File: config.mk
export PLATFORM = sky130hd
export DESIGN_NAME = mem_lsu_flat
export DESIGN_NICKNAME = d
export VERILOG_FILES = /design/src/rtl/mem_lsu_if.sv /design/src/rtl/mem_lsu.sv /design/src/flat_wrapper.sv
export SDC_FILE = /design/constraint.sdc
export NUM_CORES = 1
export LEC_CHECK = 0
export ABC_AREA = 1
export CELL_PAD_IN_SITES_DETAIL_PLACEMENT = 0
export CELL_PAD_IN_SITES_GLOBAL_PLACEMENT = 1
export CORE_AREA = 3 3 169 204
export CTS_BUF_LIST = sky130_fd_sc_hd__clkbuf_8
export DETAILED_ROUTE_END_ITERATION = 8
export DIE_AREA = 0 0 172 207
export PLACE_DENSITY_LB_ADDON = 0.1
export SYNTH_ARGS = -nofsm -noshare
export SYNTH_HDL_FRONTEND = slang
export SYNTH_SLANG_ARGS = --single-unit
File: constraint.sdc
create_clock -name clk -period 3.7 [get_ports clk]
set_input_delay 0.74 -clock clk [delete_from_list [all_inputs] [get_ports clk]]
set_output_delay 0.74 -clock clk [all_outputs]
set_load 0.005 [all_outputs]
File: src/rtl/mem_lsu_if.sv
// mem_lsu_if: EX-side issue, data-memory bus and writeback signals of the load/store unit
interface mem_lsu_if #(
  parameter int DATA_W = 32,
  parameter int ADDR_W = 32
);
  logic              in_valid;
  logic              in_ready;
  logic              in_is_mem;
  logic              in_is_store;
  logic [1:0]        in_size;
  logic              in_unsigned;
  logic [ADDR_W-1:0] in_addr;
  logic [DATA_W-1:0] in_wdata;
  logic [DATA_W-1:0] in_ex_result;
  logic              in_rf_we;
  logic [4:0]        in_rf_waddr;
  logic [31:0]       in_pc;
  logic              dmem_req_valid;
  logic              dmem_req_ready;
  logic              dmem_we;
  logic [ADDR_W-1:0] dmem_addr;
  logic [DATA_W/8-1:0] dmem_wstrb;
  logic [DATA_W-1:0] dmem_wdata;
  logic              dmem_resp_valid;
  logic [DATA_W-1:0] dmem_rdata;
  logic              out_valid;
  logic [31:0]       out_pc;
  logic              out_rf_we;
  logic [4:0]        out_rf_waddr;
  logic [DATA_W-1:0] out_rf_wdata;
  logic              out_misalign;
  logic              stall_req;

  modport master (
    output in_valid, in_is_mem, in_is_store, in_size, in_unsigned, in_addr, in_wdata,
           in_ex_result, in_rf_we, in_rf_waddr, in_pc, dmem_req_ready, dmem_resp_valid, dmem_rdata,
    input  in_ready, dmem_req_valid, dmem_we, dmem_addr, dmem_wstrb, dmem_wdata,
           out_valid, out_pc, out_rf_we, out_rf_waddr, out_rf_wdata, out_misalign, stall_req
  );

  modport slave (
    input  in_valid, in_is_mem, in_is_store, in_size, in_unsigned, in_addr, in_wdata,
           in_ex_result, in_rf_we, in_rf_waddr, in_pc, dmem_req_ready, dmem_resp_valid, dmem_rdata,
    output in_ready, dmem_req_valid, dmem_we, dmem_addr, dmem_wstrb, dmem_wdata,
           out_valid, out_pc, out_rf_we, out_rf_waddr, out_rf_wdata, out_misalign, stall_req
  );
endinterface

File: src/rtl/mem_lsu.sv
// mem_lsu: load/store unit issuing one aligned access at a time and returning results to writeback
module mem_lsu #(
  parameter int DATA_W = 32,
  parameter int ADDR_W = 32
) (
  input logic clk,
  input logic rst,
  mem_lsu_if.slave bus
);
  localparam int NB = DATA_W / 8;
  localparam int OW = $clog2(NB);
  localparam int DL = $clog2(DATA_W);

  typedef enum logic [1:0] {IDLE, REQ, WAIT} state_t;

  state_t r_state, w_next;

  logic              r_is_store, r_unsigned, r_rf_we;
  logic [1:0]        r_size;
  logic [OW-1:0]     r_off;
  logic [4:0]        r_rf_waddr;
  logic [31:0]       r_pc;
  logic [ADDR_W-1:0] r_dmem_addr;
  logic [NB-1:0]     r_wstrb;
  logic [DATA_W-1:0] r_wdata;
  logic              r_out_valid, r_out_rf_we, r_out_misalign;
  logic [31:0]       r_out_pc;
  logic [4:0]        r_out_rf_waddr;
  logic [DATA_W-1:0] r_out_rf_wdata;

  logic              w_accept, w_mis, w_done_st, w_done_ld;
  logic [OW-1:0]     w_off, w_lane;
  logic [15:0]       w_strb16;
  logic [DATA_W-1:0] w_rep, w_sh, w_keep, w_load;
  logic [6:0]        w_nb;
  logic [DL-1:0]     w_msb;

  assign w_accept  = bus.in_valid && bus.in_ready;
  assign w_off     = bus.in_addr[OW-1:0];
  assign w_mis     = (bus.in_size == 2'd1 && bus.in_addr[0]) ||
                     (bus.in_size == 2'd2 && bus.in_addr[1:0] != 2'd0) ||
                     (bus.in_size == 2'd3 && (DATA_W == 32 || bus.in_addr[2:0] != 3'd0));
  assign w_strb16  = ((16'd1 << (5'd1 << bus.in_size)) - 16'd1) << w_off;
  assign w_lane    = OW'((4'd1 << bus.in_size) - 4'd1);
  assign w_done_st = r_state == REQ && bus.dmem_req_ready && r_is_store;
  assign w_done_ld = r_state == WAIT && bus.dmem_resp_valid;

  // Store data: each byte lane takes the matching byte of the low element, repeating it across the bus
  always_comb begin
    w_rep = '0;
    for (int i = 0; i < NB; i++) w_rep[8*i +: 8] = bus.in_wdata[{OW'(i) & w_lane, 3'b000} +: 8];
  end

  // Load data: shift the addressed element down, keep its width, then sign- or zero-fill the rest
  assign w_sh   = bus.dmem_rdata >> {r_off, 3'b000};
  assign w_nb   = 7'd8 << r_size;
  assign w_msb  = w_nb[DL-1:0] - DL'(1);
  assign w_keep = ~({DATA_W{1'b1}} << w_nb);
  assign w_load = (w_sh & w_keep) | ({DATA_W{~r_unsigned & w_sh[w_msb]}} & ~w_keep);

  // State register
  always_ff @(posedge clk) r_state <= rst ? IDLE : w_next;

  // Next state: only aligned memory ops leave IDLE; stores finish on the handshake, loads wait for data
  always_comb begin
    w_next = r_state == IDLE ? ((w_accept && bus.in_is_mem && !w_mis) ? REQ : IDLE)
           : r_state == REQ  ? (bus.dmem_req_ready ? (r_is_store ? IDLE : WAIT) : REQ)
           : (bus.dmem_resp_valid ? IDLE : WAIT);
  end

  // FSM outputs
  always_comb begin
    bus.in_ready       = r_state == IDLE;
    bus.stall_req      = r_state != IDLE;
    bus.dmem_req_valid = r_state == REQ;
  end

  assign bus.dmem_we      = r_is_store;
  assign bus.dmem_addr    = r_dmem_addr;
  assign bus.dmem_wstrb   = r_wstrb;
  assign bus.dmem_wdata   = r_wdata;
  assign bus.out_valid    = r_out_valid;
  assign bus.out_pc       = r_out_pc;
  assign bus.out_rf_we    = r_out_rf_we;
  assign bus.out_rf_waddr = r_out_rf_waddr;
  assign bus.out_rf_wdata = r_out_rf_wdata;
  assign bus.out_misalign = r_out_misalign;

  // Capture the accepted op and build the writeback pulse; bus fields freeze while the request is pending
  always_ff @(posedge clk) begin
    if (rst) begin
      r_is_store     <= 1'b0;
      r_unsigned     <= 1'b0;
      r_rf_we        <= 1'b0;
      r_size         <= 2'd0;
      r_off          <= '0;
      r_rf_waddr     <= 5'd0;
      r_pc           <= 32'd0;
      r_dmem_addr    <= '0;
      r_wstrb        <= '0;
      r_wdata        <= '0;
      r_out_valid    <= 1'b0;
      r_out_rf_we    <= 1'b0;
      r_out_misalign <= 1'b0;
      r_out_pc       <= 32'd0;
      r_out_rf_waddr <= 5'd0;
      r_out_rf_wdata <= '0;
    end else begin
      r_out_valid    <= 1'b0;
      r_out_misalign <= 1'b0;
      if (w_accept) begin
        r_is_store  <= bus.in_is_store;
        r_unsigned  <= bus.in_unsigned;
        r_rf_we     <= bus.in_rf_we;
        r_size      <= bus.in_size;
        r_off       <= w_off;
        r_rf_waddr  <= bus.in_rf_waddr;
        r_pc        <= bus.in_pc;
        r_dmem_addr <= {bus.in_addr[ADDR_W-1:OW], OW'(0)};
        r_wstrb     <= bus.in_is_store ? w_strb16[NB-1:0] : '0;
        r_wdata     <= w_rep;
      end
      if (w_accept && (!bus.in_is_mem || w_mis)) begin
        r_out_valid    <= 1'b1;
        r_out_misalign <= bus.in_is_mem;
        r_out_rf_we    <= !bus.in_is_mem && bus.in_rf_we;
        r_out_pc       <= bus.in_pc;
        r_out_rf_waddr <= bus.in_rf_waddr;
        r_out_rf_wdata <= bus.in_is_mem ? r_out_rf_wdata : bus.in_ex_result;
      end
      if (w_done_st || w_done_ld) begin
        r_out_valid    <= 1'b1;
        r_out_rf_we    <= w_done_ld && r_rf_we;
        r_out_pc       <= r_pc;
        r_out_rf_waddr <= r_rf_waddr;
        r_out_rf_wdata <= w_done_ld ? w_load : r_out_rf_wdata;
      end
    end
  end
endmodule

File: src/flat_wrapper.sv
// flat-port wrapper written by rule: the top's interface ports become plain ports
module mem_lsu_flat 
#(
  parameter int DATA_W = 32,
  parameter int ADDR_W = 32
)
  (clk, rst, bus_in_valid, bus_in_is_mem, bus_in_is_store, bus_in_size, bus_in_unsigned, bus_in_addr, bus_in_wdata, bus_in_ex_result, bus_in_rf_we, bus_in_rf_waddr, bus_in_pc, bus_dmem_req_ready, bus_dmem_resp_valid, bus_dmem_rdata, bus_in_ready, bus_dmem_req_valid, bus_dmem_we, bus_dmem_addr, bus_dmem_wstrb, bus_dmem_wdata, bus_out_valid, bus_out_pc, bus_out_rf_we, bus_out_rf_waddr, bus_out_rf_wdata, bus_out_misalign, bus_stall_req);
  mem_lsu_if #(.DATA_W(DATA_W), .ADDR_W(ADDR_W)) bus_i ();
  input logic clk;
  input logic rst;
  input wire logic [$bits(bus_i.in_valid)-1:0] bus_in_valid;
  input wire logic [$bits(bus_i.in_is_mem)-1:0] bus_in_is_mem;
  input wire logic [$bits(bus_i.in_is_store)-1:0] bus_in_is_store;
  input wire logic [$bits(bus_i.in_size)-1:0] bus_in_size;
  input wire logic [$bits(bus_i.in_unsigned)-1:0] bus_in_unsigned;
  input wire logic [$bits(bus_i.in_addr)-1:0] bus_in_addr;
  input wire logic [$bits(bus_i.in_wdata)-1:0] bus_in_wdata;
  input wire logic [$bits(bus_i.in_ex_result)-1:0] bus_in_ex_result;
  input wire logic [$bits(bus_i.in_rf_we)-1:0] bus_in_rf_we;
  input wire logic [$bits(bus_i.in_rf_waddr)-1:0] bus_in_rf_waddr;
  input wire logic [$bits(bus_i.in_pc)-1:0] bus_in_pc;
  input wire logic [$bits(bus_i.dmem_req_ready)-1:0] bus_dmem_req_ready;
  input wire logic [$bits(bus_i.dmem_resp_valid)-1:0] bus_dmem_resp_valid;
  input wire logic [$bits(bus_i.dmem_rdata)-1:0] bus_dmem_rdata;
  output wire logic [$bits(bus_i.in_ready)-1:0] bus_in_ready;
  output wire logic [$bits(bus_i.dmem_req_valid)-1:0] bus_dmem_req_valid;
  output wire logic [$bits(bus_i.dmem_we)-1:0] bus_dmem_we;
  output wire logic [$bits(bus_i.dmem_addr)-1:0] bus_dmem_addr;
  output wire logic [$bits(bus_i.dmem_wstrb)-1:0] bus_dmem_wstrb;
  output wire logic [$bits(bus_i.dmem_wdata)-1:0] bus_dmem_wdata;
  output wire logic [$bits(bus_i.out_valid)-1:0] bus_out_valid;
  output wire logic [$bits(bus_i.out_pc)-1:0] bus_out_pc;
  output wire logic [$bits(bus_i.out_rf_we)-1:0] bus_out_rf_we;
  output wire logic [$bits(bus_i.out_rf_waddr)-1:0] bus_out_rf_waddr;
  output wire logic [$bits(bus_i.out_rf_wdata)-1:0] bus_out_rf_wdata;
  output wire logic [$bits(bus_i.out_misalign)-1:0] bus_out_misalign;
  output wire logic [$bits(bus_i.stall_req)-1:0] bus_stall_req;
  assign bus_i.in_valid = bus_in_valid;
  assign bus_i.in_is_mem = bus_in_is_mem;
  assign bus_i.in_is_store = bus_in_is_store;
  assign bus_i.in_size = bus_in_size;
  assign bus_i.in_unsigned = bus_in_unsigned;
  assign bus_i.in_addr = bus_in_addr;
  assign bus_i.in_wdata = bus_in_wdata;
  assign bus_i.in_ex_result = bus_in_ex_result;
  assign bus_i.in_rf_we = bus_in_rf_we;
  assign bus_i.in_rf_waddr = bus_in_rf_waddr;
  assign bus_i.in_pc = bus_in_pc;
  assign bus_i.dmem_req_ready = bus_dmem_req_ready;
  assign bus_i.dmem_resp_valid = bus_dmem_resp_valid;
  assign bus_i.dmem_rdata = bus_dmem_rdata;
  assign bus_in_ready = bus_i.in_ready;
  assign bus_dmem_req_valid = bus_i.dmem_req_valid;
  assign bus_dmem_we = bus_i.dmem_we;
  assign bus_dmem_addr = bus_i.dmem_addr;
  assign bus_dmem_wstrb = bus_i.dmem_wstrb;
  assign bus_dmem_wdata = bus_i.dmem_wdata;
  assign bus_out_valid = bus_i.out_valid;
  assign bus_out_pc = bus_i.out_pc;
  assign bus_out_rf_we = bus_i.out_rf_we;
  assign bus_out_rf_waddr = bus_i.out_rf_waddr;
  assign bus_out_rf_wdata = bus_i.out_rf_wdata;
  assign bus_out_misalign = bus_i.out_misalign;
  assign bus_stall_req = bus_i.stall_req;
  mem_lsu #(.DATA_W(DATA_W), .ADDR_W(ADDR_W)) u_core (.clk(clk), .rst(rst), .bus(bus_i));
endmodule
Word level (Yosys, flattened, before mapping) --
Index checks and enable logic that the tools add are counted. W data, S select, Z words.
Storage, ports and cells: flip-flop bits (word level) 184, logic and storage cells 90
Operators by class: add/sub/neg operators 3, $lt $le $gt $ge 1, equality and inequality tests 7, shift-type cells 10, multiplexer cells 21, bitwise operators 8, reduce and logical (&&, ||, !) cells 23
Operator list (count):
- $mux W32 | 6
- $and A32 B32 Y32 | 2
- $not A32 Y32 | 2
- $shiftx A32 B6 Y8 | 2
- $or A32 B32 Y32 | 1
- $shiftx A32 B5 Y8 | 1
- $shl A32 B7 Y32 const A | 1
- $shr A32 B5 Y32 | 1
- $shl A1 B5 Y16 const A | 1
- $shl A16 B2 Y4 | 1
- $sub A16 B1 Y16 const B | 1
- $logic_and A1 B1 Y1 | 11
- $mux W2 | 5
- $mux W5 | 2
- $shl A4 B2 Y7 const A | 1
- $eq A2 B2 Y1 const B | 3
- $lt A5 B6 Y1 const B | 1
- $mux W1 | 6
- $reduce_bool A2 Y1 | 3
- $bmux W1 S5 | 1
- $shl A1 B2 Y5 const A | 1
- $sub A5 B1 Y5 const B | 1
- $eq A2 B1 Y1 const B | 2
- $logic_or A1 B1 Y1 | 4
- 10 further kinds | 13

Longest topological paths before layout --
word-level depth 9, gate-level depth with buffers 11

Least setup slack after synthesis --
No wires, ideal clock.
path kind input to register, from in bus_in_addr[0], to reg u_core.r_out_rf_waddr[3] (netlist: u_core.bus.out_rf_waddr[3]), data arrival time 1686 ps, data required time 3567 ps, slack 1881 ps, cell stages on the path 8, cells stage by stage or2_0 -> o21ai_2 -> nand2_2 -> nand2_2 -> clkinv_2 -> buf_4 -> nand2_1 -> a31oi_1
Between the ends: cells in the longest elaborated chain, start to end 7, elaborated cells between the ends (all ways) 8
RTL lines:
- start: declaration | RTL line flat_wrapper.sv:16 | input wire logic [$bits(bus_i.in_addr)-1:0] bus_in_addr;
- $reduce_bool A2 Y1 | RTL line mem_lsu.sv:41 | (bus.in_size == 2'd2 && bus.in_addr[1:0] != 2'd0) ||
- $logic_and A1 B1 Y1 | RTL line mem_lsu.sv:41
- $logic_or A1 B1 Y1 * | RTL line mem_lsu.sv:40 | assign w_mis = (bus.in_size == 2'd1 && bus.in_addr[0]) ||
- $logic_or A1 B1 Y1 * | RTL line mem_lsu.sv:41
- $logic_or A1 B1 Y1 * | RTL line mem_lsu.sv:123 | if (w_accept && (!bus.in_is_mem || w_mis)) begin
- $logic_and A1 B1 Y1 * | RTL line mem_lsu.sv:123
- $reduce_bool A2 Y1 (no line) *
- end signal: assignment | RTL line mem_lsu.sv:128 | r_out_rf_waddr <= bus.in_rf_waddr;
- end signal: assignment | RTL line mem_lsu.sv:135 | r_out_rf_waddr <= r_rf_waddr;
- end: declaration | RTL line mem_lsu.sv:28 | logic [4:0] r_out_rf_waddr;
Mark *: on every way between the ends. The rest lies on a longest branch, timed or not. A chain may end at the register's enable or synchronous reset.

Worst setup path after layout --
from in bus_in_size[1], to reg u_core.r_out_pc[25] (netlist: u_core.bus.out_pc[25])
Between the ends: cells in the longest elaborated chain, start to end 7, elaborated cells between the ends (all ways) 10
RTL lines:
- start: declaration | RTL line flat_wrapper.sv:14 | input wire logic [$bits(bus_i.in_size)-1:0] bus_in_size;
- $eq A2 B1 Y1 / $eq A2 B2 Y1 (equally long branches) | RTL line mem_lsu.sv:40, mem_lsu.sv:41
- $logic_and A1 B1 Y1 (on tied branches) | RTL line mem_lsu.sv:40, mem_lsu.sv:41
- $logic_or A1 B1 Y1 | RTL line mem_lsu.sv:40
- $logic_or A1 B1 Y1 * | RTL line mem_lsu.sv:41
- $logic_or A1 B1 Y1 * | RTL line mem_lsu.sv:123
- $logic_and A1 B1 Y1 * | RTL line mem_lsu.sv:123
- $reduce_bool A2 Y1 (no line) *
- end signal: assignment | RTL line mem_lsu.sv:127 | r_out_pc <= bus.in_pc;
- end signal: assignment | RTL line mem_lsu.sv:134 | r_out_pc <= r_pc;
- end: declaration | RTL line mem_lsu.sv:27 | logic [31:0] r_out_pc;
Marks and branches as above.

==> impl_metrics.env <==
export IMPL_cts_setup_buffers=0
export IMPL_synth_edf_count=0
export IMPL_crit_required_ns=3.99
export IMPL_crit_arrival_ns=2.76
export IMPL_num_rows=73
export IMPL_cts_resized=0
export IMPL_r2r_start="u_core.r_state[1]"
export IMPL_p_sw_share_pct=28.52
export IMPL_pwr_share_clk_pct=30.7
export IMPL_drv_slew=0
export IMPL_ioPinCount=320
export IMPL_die_x_um=172
export IMPL_drt_first_pass_iters=5
export IMPL_min_period_ns=2.471
export IMPL_drt_initial_drc_count=479
export IMPL_htreeDepth=4
export IMPL_max_cap_violations=0
export IMPL_grt_max_degree=88
export IMPL_critPathLaunchType="input pin"
export IMPL_coreArea_um2=32880
export IMPL_yosysUniqueCellTypes=36
export IMPL_syn_area_um2=8133
export IMPL_critical_path_max_fanout=37
export IMPL_fp_dieH_um=207
export IMPL_power_leakage_nw=4.638
export IMPL_ys_seq_elements=184
export IMPL_route_detailed_drc=0
export IMPL_netlist_top_cells_area="dfxtp_1, nand2_1, nor2_1, o21ai_0, a21oi_1"
export IMPL_place_hpwl_um=22160
export IMPL_portBuffers=317
export IMPL_start_util_pct=24.73
export IMPL_outcome="completed"
export IMPL_final_period_utilization_pct=66.79
export IMPL_vias=8297
export IMPL_fillers=3566
export IMPL_grt_setup_unrepaired="false"
export IMPL_worstHoldPathCells=2
export IMPL_fmax_ghz=0.4046
export IMPL_grt_overflow=0
export IMPL_rr_endpoint="u_core.bus.out_rf_wdata[7]"
export IMPL_syn_inst=1134
export IMPL_tns_ns=0
export IMPL_cts_tree="built"
export IMPL_syn2layout_area_growth_pct=46.11
export IMPL_place_gp_congestion=0.8151
export IMPL_crit_chain="clkdlybuf4s50_1 -> inv_2 -> o21ai_1 -> o21ai_2 -> nand2_2 -> nand2_2 -> clkinv_2 -> nand2_1 -> a31oi_1"
export IMPL_multi_input_area_um2=3802
export IMPL_worstRegToRegCells=8
export IMPL_cts_max_path_buffers=2
export IMPL_power_total_w=0.004628
export IMPL_seq_power_share_pct=47.8
export IMPL_drive_above_1_share_pct=6.024
export IMPL_p_int_w=0.003308
export IMPL_yosysTopAreaCellShare_pct=45.29
export IMPL_synthArstFlopShare_pct=0
export IMPL_end_kind="flip-flop"
export IMPL_synth_most_common_cell="nand2_1"
export IMPL_ant_nets=0
export IMPL_regToRegSetupSlack_ns=1.49
export IMPL_path_common_cell="nand2_2"
export IMPL_worst_pin_slew_ns=0.9724
export IMPL_combPwrFrac_pct=21.5
export IMPL_avgSynthCellArea_um2=7.172
export IMPL_postCtsHoldBufs=0
export IMPL_worstHoldEndpoint="u_core.r_rf_we"
export IMPL_synth_top_area_cell="dfxtp_1"
export IMPL_dieArea_um2=35600
export IMPL_slew_headroom_pct=35.17
export IMPL_grt_pass1_wl_um=48850
export IMPL_irDropWorstVdd_mv=0.2390
export IMPL_final_hold_violation_count=0
export IMPL_avgRoutedWirePerCell_um=17.66
export IMPL_holdCritPathClass="flip-flop to flip-flop"
export IMPL_critical_path_top_delay_family="buffers and inverters"
export IMPL_wl_um=32210
export IMPL_grt_use_total_pct=17.59
export IMPL_cp_buffers_inverters=3
export IMPL_vias_per_cell=4.549
export IMPL_fin_nets=1576
export IMPL_synthFlopType="dfxtp_1"
export IMPL_cts_clk_slew_worst_paths_ns=0.09
export IMPL_cts_root_buf="clkbuf_8"
export IMPL_fin_worst_skew_ns=0.01917
export IMPL_synthTopCellsByCount="nand2_1, nor2_1, dfxtp_1, o21ai_0, a21oi_1"
export IMPL_grt_pass1_vias=8243
export IMPL_synth_warnings=0
export IMPL_path_class="input pin to flip-flop"
export IMPL_hp_start="u_core.r_rf_we"
export IMPL_max_stage_delay_ns=0.48
export IMPL_cts_buffers=17
export IMPL_powerDensity_nw_per_um2=389.4
export IMPL_cts_sinks=184
export IMPL_crit_slowest_cell="clkinv_2"
export IMPL_setup_viol=0
export IMPL_yosysSeqAreaShare_pct=45.29
export IMPL_clk_latency_ns=0.46
export IMPL_antenna_found_initial=4
export IMPL_p_sw_w=0.001320
export IMPL_final_seq_area_um2=3684
==> cell usage in the layout (no fill, tap or decap), drive strengths merged, types with 3 or more instances in the layout <==
cell type and count:
bufinv 3, clkbuf 17, or2 18, buf 16, nand3b 24, nand2 223
o21ai 114, nand3 69, nor2 207, inv 53, a31oi 38, o211ai 7
clkinv 5, o22ai 16, a21oi 90, clkdlybuf4s50 316, dfxtp 184
==> how the worst max path moves through the flow <==
stage,cells after the start,to,start
after CTS,9,u_core.bus.out_pc[25],bus_in_size[1]
after detailed placement,9,u_core.bus.out_pc[30],bus_in_size[1]
after global routing,9,u_core.bus.out_pc[7],bus_in_size[1]
after floorplan,8,u_core.bus.out_rf_waddr[3],bus_in_addr[0]
final,9,u_core.bus.out_pc[25],bus_in_size[1]
after global placement,8,u_core.bus.out_rf_wdata[2],bus_in_valid
==> through the flow <==
stage	setup WS, ns	area [um2]	cells	utilization, %	hold slack (ns)
4_1_cts	1.214	11880	1823	36.13	0.4581
6_report	1.229	11880	1824	36.14	0.4579
5_1_grt	1.042	11880	1824	36.14	0.4839
2_1_floorplan	1.881	8137	1135	-	0.4240
3_5_place_dp	0.7112	11490	1793	34.94	0.4436
3_3_place_gp	0.7448	11490	1793	34.94	0.4324
==> sequential cells by signal (all words and copies together), names as in the netlist <==
register	cells
u_core.bus.dmem_wdata	32
u_core.bus.out_pc	32
u_core.bus.out_rf_wdata	32
u_core.r_pc	32
u_core.bus.dmem_addr	30
u_core.bus.out_rf_waddr	5
u_core.r_rf_waddr	5
u_core.bus.dmem_wstrb	4
u_core.r_off	2
u_core.r_size	2
u_core.r_state	2
u_core.bus.dmem_we	1
u_core.bus.out_misalign	1
u_core.bus.out_rf_we	1
u_core.bus.out_valid	1
u_core.r_rf_we	1
u_core.r_unsigned	1
==> routing by layer <==
metal	vias up	track usage [%]	routed length (um)
met5	-	0	35
met4	6	4.406	544
met3	35	4.543	2056
met2	236	30.35	16060
met1	3765	21.72	13510
li1	4255	-	-
==> power by group through the flow <==
stage	Combinational, W	Clock, W	Sequential (W)
2_1_floorplan	0.000451	0	0.00225
3_3_place_gp	0.00101	0	0.00226
3_5_place_dp	0.00101	0	0.00226
4_1_cts	0.00102	0.00149	0.00221
5_1_grt	0.00110	0.00156	0.00223
6_report	0.000996	0.00142	0.00221
==> worst min-delay path, cell delays in order, from the launching register on <==
cell     delay (ns)
dfxtp_1        0.31
inv_1          0.06
a21oi_1        0.06
==> area by class of cell <==
| cell class | count | area share [%] |
|---|---|---|
| Tap cell | 412 | 4.338 |
| Multi-Input combinational cell | 815 | 32.00 |
| Clock buffer | 17 | 1.969 |
| Timing Repair Buffer | 332 | 27.74 |
| Clock inverter | 13 | 1.327 |
| Sequential cell | 184 | 31.00 |
| Antenna cell | 1 | 0.02106 |
| Inverter | 50 | 1.611 |
==> logic make-up (layout without fill, tap and decap cells) <==
group	count (synthesis)	in the layout	synth area share, %
simple gates	543	543	28.77
compound gates	270	270	17.89
flops	184	184	45.29
buf+inv	136	412	8.000
other cells	1	3	0.04611
Note: power is estimated with default switching activity, not from simulation.
